<file path="config.mk">
export PLATFORM = sky130hd
export DESIGN_NAME = ex_mdu
export DESIGN_NICKNAME = d
export VERILOG_FILES = /design/src/rtl/ex_mdu.sv
export SDC_FILE = /design/constraint.sdc
export NUM_CORES = 2
export LEC_CHECK = 0
export CAP_MARGIN = 20
export CORE_MARGIN = 2
export CORE_UTILIZATION = 50
export DETAILED_ROUTE_END_ITERATION = 8
export PLACE_DENSITY = 0.66
export SYNTH_ARGS = -nofsm -noshare
export SYNTH_HDL_FRONTEND = slang
export SYNTH_SLANG_ARGS = --single-unit
</file>
<file path="constraint.sdc">
create_clock -name clk -period 12.2 [get_ports clk]
set_input_delay 1.22 -clock clk [delete_from_list [all_inputs] [get_ports clk]]
set_output_delay 1.22 -clock clk [all_outputs]
set_load 0.03 [all_outputs]
</file>
<file path="src/rtl/ex_mdu.sv">
// Iterative RV32M-style multiply/divide unit beside the EX-stage ALU.
// Holds the pipeline via mdu_stall and presents a registered result while mdu_done is high.
module ex_mdu #(
   parameter int XLEN    = 32,
   parameter int MUL_LAT = 2
) (
   input  logic            clk,
   input  logic            rst_n,
   input  logic            mdu_start_ex,
   input  logic [2:0]      mdu_code_ex,
   input  logic [XLEN-1:0] rs1_sel,
   input  logic [XLEN-1:0] rs2_sel,
   input  logic            ext_stall,
   input  logic            rst_pipe,
   output logic            mdu_stall,
   output logic            mdu_done,
   output logic [XLEN-1:0] mdu_result
);

   localparam int              CW       = $clog2(XLEN + 1);
   localparam logic [XLEN-1:0] ZERO     = {XLEN{1'b0}};
   localparam logic [XLEN-1:0] ONES     = {XLEN{1'b1}};
   localparam logic [XLEN-1:0] SMIN     = {1'b1, {(XLEN-1){1'b0}}};
   localparam logic [CW-1:0]   CNT_ZERO = {CW{1'b0}};
   localparam logic [CW-1:0]   CNT_ONE  = {{(CW-1){1'b0}}, 1'b1};
   localparam logic [CW-1:0]   MUL_LAST = CW'((MUL_LAT > 1) ? (MUL_LAT - 2) : 0);
   localparam logic [CW-1:0]   DIV_LAST = CW'(XLEN - 1);

   typedef enum logic [2:0] {
      S_IDLE = 3'd0,
      S_MUL  = 3'd1,
      S_DIV  = 3'd2,
      S_FIX  = 3'd3,
      S_DONE = 3'd4
   } state_t;

   function automatic logic [XLEN-1:0] neg(input logic [XLEN-1:0] v);
      return ~v + {{(XLEN-1){1'b0}}, 1'b1};
   endfunction

   function automatic logic [XLEN-1:0] mag(input logic [XLEN-1:0] v, input logic sgn);
      return (sgn && v[XLEN-1]) ? neg(v) : v;
   endfunction

   state_t            state_r, state_next_s;
   logic              done_r, done_next_s;
   logic [XLEN-1:0]   result_r, result_next_s;
   logic [XLEN-1:0]   op_a_r, op_b_r, quo_r, rem_r, dvs_r;
   logic [1:0]        code_r;
   logic [CW-1:0]     cnt_r;
   logic              sign_q_r, sign_r_r;

   logic              accept_s, div_signed_s, div_zero_s, div_ovf_s, special_s;
   logic [XLEN-1:0]   special_res_s;
   logic [XLEN-1:0]   mul_a_s, mul_b_s, mul_res_s;
   logic [1:0]        mul_code_s;
   logic              a_sgn_s, b_sgn_s;
   logic [2*XLEN-1:0] mul_a_ext_s, mul_b_ext_s, prod_s;
   logic [XLEN:0]     shift_s;
   logic              ge_s;
   logic [XLEN-1:0]   quo_step_s, rem_step_s, fix_q_s, fix_r_s, fix_res_s;

   // Start acceptance and divide special-case detection on live operands
   always_comb begin
      accept_s     = (state_r == S_IDLE) & mdu_start_ex & ~rst_pipe;
      div_signed_s = mdu_code_ex[2] & ~mdu_code_ex[0];
      div_zero_s   = (rs2_sel == ZERO);
      div_ovf_s    = div_signed_s & (rs1_sel == SMIN) & (rs2_sel == ONES);
      special_s    = mdu_code_ex[2] & (div_zero_s | div_ovf_s);
      if (div_zero_s) begin
         special_res_s = mdu_code_ex[1] ? rs1_sel : ONES;
      end else begin
         special_res_s = mdu_code_ex[1] ? ZERO : rs1_sel;
      end
   end

   // Multiplier; uses live operands in IDLE so a single-cycle latency can finish at accept
   always_comb begin
      if (state_r == S_IDLE) begin
         mul_a_s    = rs1_sel;
         mul_b_s    = rs2_sel;
         mul_code_s = mdu_code_ex[1:0];
      end else begin
         mul_a_s    = op_a_r;
         mul_b_s    = op_b_r;
         mul_code_s = code_r;
      end
      a_sgn_s     = (mul_code_s == 2'b01) | (mul_code_s == 2'b10);
      b_sgn_s     = (mul_code_s == 2'b01);
      mul_a_ext_s = {{XLEN{a_sgn_s & mul_a_s[XLEN-1]}}, mul_a_s};
      mul_b_ext_s = {{XLEN{b_sgn_s & mul_b_s[XLEN-1]}}, mul_b_s};
      prod_s      = mul_a_ext_s * mul_b_ext_s;
      mul_res_s   = (mul_code_s == 2'b00) ? prod_s[XLEN-1:0] : prod_s[2*XLEN-1:XLEN];
   end

   // Restoring divide step and final sign correction
   always_comb begin
      shift_s    = {rem_r, quo_r[XLEN-1]};
      ge_s       = (shift_s >= {1'b0, dvs_r});
      rem_step_s = ge_s ? (shift_s[XLEN-1:0] - dvs_r) : shift_s[XLEN-1:0];
      quo_step_s = {quo_r[XLEN-2:0], ge_s};
      fix_q_s    = sign_q_r ? neg(quo_r) : quo_r;
      fix_r_s    = sign_r_r ? neg(rem_r) : rem_r;
      fix_res_s  = code_r[1] ? fix_r_s : fix_q_s;
   end

   // Next state and next registered outputs; a flush overrides everything
   always_comb begin
      state_next_s  = state_r;
      result_next_s = result_r;
      case (state_r)
         S_IDLE: begin
            if (accept_s) begin
               if (!mdu_code_ex[2]) begin
                  if (MUL_LAT == 1) begin
                     state_next_s  = S_DONE;
                     result_next_s = mul_res_s;
                  end else begin
                     state_next_s = S_MUL;
                  end
               end else if (special_s) begin
                  state_next_s  = S_DONE;
                  result_next_s = special_res_s;
               end else begin
                  state_next_s = S_DIV;
               end
            end else begin
               state_next_s = S_IDLE;
            end
         end
         S_MUL: begin
            if (cnt_r == MUL_LAST) begin
               state_next_s  = S_DONE;
               result_next_s = mul_res_s;
            end else begin
               state_next_s = S_MUL;
            end
         end
         S_DIV: begin
            if (cnt_r == DIV_LAST) begin
               state_next_s = S_FIX;
            end else begin
               state_next_s = S_DIV;
            end
         end
         S_FIX: begin
            state_next_s  = S_DONE;
            result_next_s = fix_res_s;
         end
         S_DONE: begin
            if (ext_stall) begin
               state_next_s = S_DONE;
            end else begin
               state_next_s = S_IDLE;
            end
         end
         default: state_next_s = S_IDLE;
      endcase
      if (rst_pipe) begin
         state_next_s  = S_IDLE;
         result_next_s = ZERO;
      end else begin
         result_next_s = result_next_s;
      end
      done_next_s = (state_next_s == S_DONE);
   end

   assign mdu_stall  = rst_n & (accept_s | (state_r == S_MUL) | (state_r == S_DIV) | (state_r == S_FIX));
   assign mdu_done   = done_r;
   assign mdu_result = result_r;

   // State and registered outputs
   always_ff @(posedge clk or negedge rst_n) begin
      if (!rst_n) begin
         state_r  <= S_IDLE;
         done_r   <= 1'b0;
         result_r <= ZERO;
      end else begin
         state_r  <= state_next_s;
         done_r   <= done_next_s;
         result_r <= result_next_s;
      end
   end

   // Operand capture, cycle counting and divider iteration
   always_ff @(posedge clk or negedge rst_n) begin
      if (!rst_n) begin
         op_a_r   <= ZERO;
         op_b_r   <= ZERO;
         quo_r    <= ZERO;
         rem_r    <= ZERO;
         dvs_r    <= ZERO;
         code_r   <= 2'b00;
         cnt_r    <= CNT_ZERO;
         sign_q_r <= 1'b0;
         sign_r_r <= 1'b0;
      end else if (rst_pipe) begin
         op_a_r   <= ZERO;
         op_b_r   <= ZERO;
         quo_r    <= ZERO;
         rem_r    <= ZERO;
         dvs_r    <= ZERO;
         code_r   <= 2'b00;
         cnt_r    <= CNT_ZERO;
         sign_q_r <= 1'b0;
         sign_r_r <= 1'b0;
      end else begin
         case (state_r)
            S_IDLE: begin
               if (accept_s) begin
                  op_a_r   <= rs1_sel;
                  op_b_r   <= rs2_sel;
                  code_r   <= mdu_code_ex[1:0];
                  cnt_r    <= CNT_ZERO;
                  quo_r    <= mag(rs1_sel, div_signed_s);
                  dvs_r    <= mag(rs2_sel, div_signed_s);
                  rem_r    <= ZERO;
                  sign_q_r <= div_signed_s & (rs1_sel[XLEN-1] ^ rs2_sel[XLEN-1]);
                  sign_r_r <= div_signed_s & rs1_sel[XLEN-1];
               end
            end
            S_MUL: cnt_r <= cnt_r + CNT_ONE;
            S_DIV: begin
               cnt_r <= cnt_r + CNT_ONE;
               quo_r <= quo_step_s;
               rem_r <= rem_step_s;
            end
            default: cnt_r <= cnt_r;
         endcase
      end
   end

endmodule

</file>
==> flow_summary.yaml <==
sta:
  post-route-min-period_ns: 10.59
  setup_ws_ns: 1.61
  drv_slew: 0
  slew_headroom: 0.191
  fin_crit_sh: 0.868
  fmax_mhz: 94.5
  rsz0062_at_grt: "false"
  fin_skew_ns: 0.0128
  hold_viol_final: 0
  tightestPinTransition_ns: 1.19
  finalSetupTns_ns: 0
  setup_viol: 0
worst_setup_path:
  required_ns: 12.62
  crit_top_cell: "fa_1"
  arrival_ns: 11.01
  crit_fanout: 101
  cp-end-kind: "flip-flop"
  critPathMaxStageDelay_ns: 0.96
  cpMaxStageDelayCell: "mux2i_2"
  worstSetupPathType: "flip-flop to flip-flop"
  cp_top_family: "adder cells"
  critical_path_buf_inv_count: 7
  start_kind: "flip-flop"
global_routing:
  grt_overflow: 0
  antenna_found_initial: 13
  grt_pass1_vias: 43600
  grt_max_degree: 102
  grt_pass1_wl_um: 269000
  grt_usage: 0.334
floorplan:
  die_y_um: 327
  initial_core_util: 0.504
  die_width_um: 327
  die_area_um2: 107000
  core.rowCount: 118
  core_area_um2: 103000
  io_pins: 106
clocking:
  cts_tree: "built"
  clk_pin_slew_ns: 0.06
  post_cts_buffers: 0
  cts_sinks: 205
  clkLatencyLatePin_ns: 0.55
  numCtsBuffers: 25
  cts_root_buf: "clkbuf_16"
  clock_path_buffers: 3
  htree_levels: 1
  holdBufCountCts: 0
  post_cts_resized: 0
synthesis:
  async_reset_ff_frac: 1.00
  syn-num-nets: 7390
  syn_area_per_cell_um2: 8.78
  ys_types: 83
  syn_inst: 5939
  syn-cell-area_um2: 52100
  yosysWarnings: 0
  postSynthRegisterBits: 205
  synth-edff-count: 0
  ys_seq_area_frac: 0.0984
  synth_ff_type: "dfrtp_1"
detailed_routing:
  drt-initial-drc-count: 4379
  via_per_inst: 5.82
  wl_per_cell_um: 24.3
  vias: 42300
  drc: 0
  dr.pass1.iters: 6
  wirelength_um: 177000
  antenna_left: 0
job:
  max_cap_violations: 0
placed_design:
  placed_area_um2: 54700
  numPortBuffers: 105
  pre_cts_ws_ns: 1.30
  dp_hpwl_um: 141000
  gp_routability_congestion: 0.997
final_layout:
  syn2layout_area_growth_pct: 6.61
  layout.nets: 7314
  final_area_um2: 55600
  drive_gt1_frac: 0.0480
  layout_common_cells: "inv_1, fa_1, nand2_1"
  seq_area_um2: 5130
  final_util: 0.537
  multi_input_area_um2: 41300
  n_fill_cell: 9581
  mostFrequentLayoutCell: "inv_1"
status:
  status: "complete, no violations"
hold_path:
  hold_path_class: "flip-flop to flip-flop"
synth_stat cells (42+ instances only):
master	count	area, um^2
dfrtp_1	205	5130
clkbuf_1	285	1070
xor2_1	93	815
ha_1	253	3170
o21ai_0	200	1000
nand2_1	968	3630
a21o_1	44	330
mux2_2	64	721
mux2i_1	71	711
inv_1	1247	4680
and2_1	42	263
fa_1	1126	22500
nor2_1	400	1500
a22o_1	73	639
xnor2_1	122	1070
a21oi_1	171	856
path summary, 6_finish.rpt:
path / start / endpoint / slack, ns / cells after the start
min in group asynchronous: rst_n / rem_r[21] / 0.55 / 1
worst min register to register: mdu_result[11] / mdu_result[11] / 0.48 / 2
max in group asynchronous: rst_n / code_r[1] / 9.56 / 3
worst min-delay path: mdu_result[11] / mdu_result[11] / 0.48 / 2
worst max-delay path: state_r[0] / mdu_result[26] / 1.61 / 28
worst max register to register: state_r[0] / mdu_result[26] / 1.61 / 28
routing by layer:
metal / share of wire / vias up / track usage / wire length (um)
met2: 0.46 / 2219 / 0.522 / 80400
met3: 0.10 / 409 / 0.0731 / 18300
met1: 0.39 / 21600 / 0.450 / 68500
li1: - / 18100 / - / -
met5: 0.00041 / - / 0 / 72
met4: 0.053 / 10 / 0.146 / 9310
per-stage QoR:
stage / hold slack [ns] / instances
final: 0.481 / 7268
after global routing: 0.504 / 7260
after CTS: 0.480 / 7259
after detailed placement: 0.467 / 7215
after global placement: 0.457 / 7215
after floorplan: 0.462 / 5939
cell families (layout without fill, tap and decap cells):
logic type | after synthesis | in the layout | share of synthesized area
compound gates | 782 | 782 | 0.0986
xor+xnor | 215 | 215 | 0.0361
fa+ha+maj | 1380 | 1380 | 0.493
buf+inv | 1569 | 1510 | 0.113
flops | 205 | 205 | 0.0984
mux | 136 | 136 | 0.0277
other cells | 0 | 8 | 0
simple gates | 1652 | 1652 | 0.133
cell type report:
cell class | instances | area share
well taps | 1380 | 0.0311
diodes | 8 | 0.000360
inverters | 1249 | 0.0843
multi-input cells | 4165 | 0.743
repair buffers | 217 | 0.0346
clock buffers | 34 | 0.0124
flip-flops and latches | 205 | 0.0923
clock inverters | 10 | 0.00232
worst reg2reg max path, delay by kind of cell (launching register included):
family	cells	cell delay (ns)
muxes	2	1.33
and+or+nand+nor	3	0.91
DFF	1	0.46
buffers and inverters	7	1.01
adders and majority gates	9	4.69
AOI/OAI and AO/OA	7	2.08
sequential cells by signal, summed over array words and instances (netlist names):
register / count
cnt_r: 6
code_r: 2
dvs_r: 31
mdu_done: 1
mdu_result: 32
op_a_r: 32
op_b_r: 32
quo_r: 32
rem_r: 32
sign_q_r: 1
sign_r_r: 1
state_r: 3
Power is not shown: default switching activity piles up to over one toggle a cycle in this logic, so the estimate is an artifact.
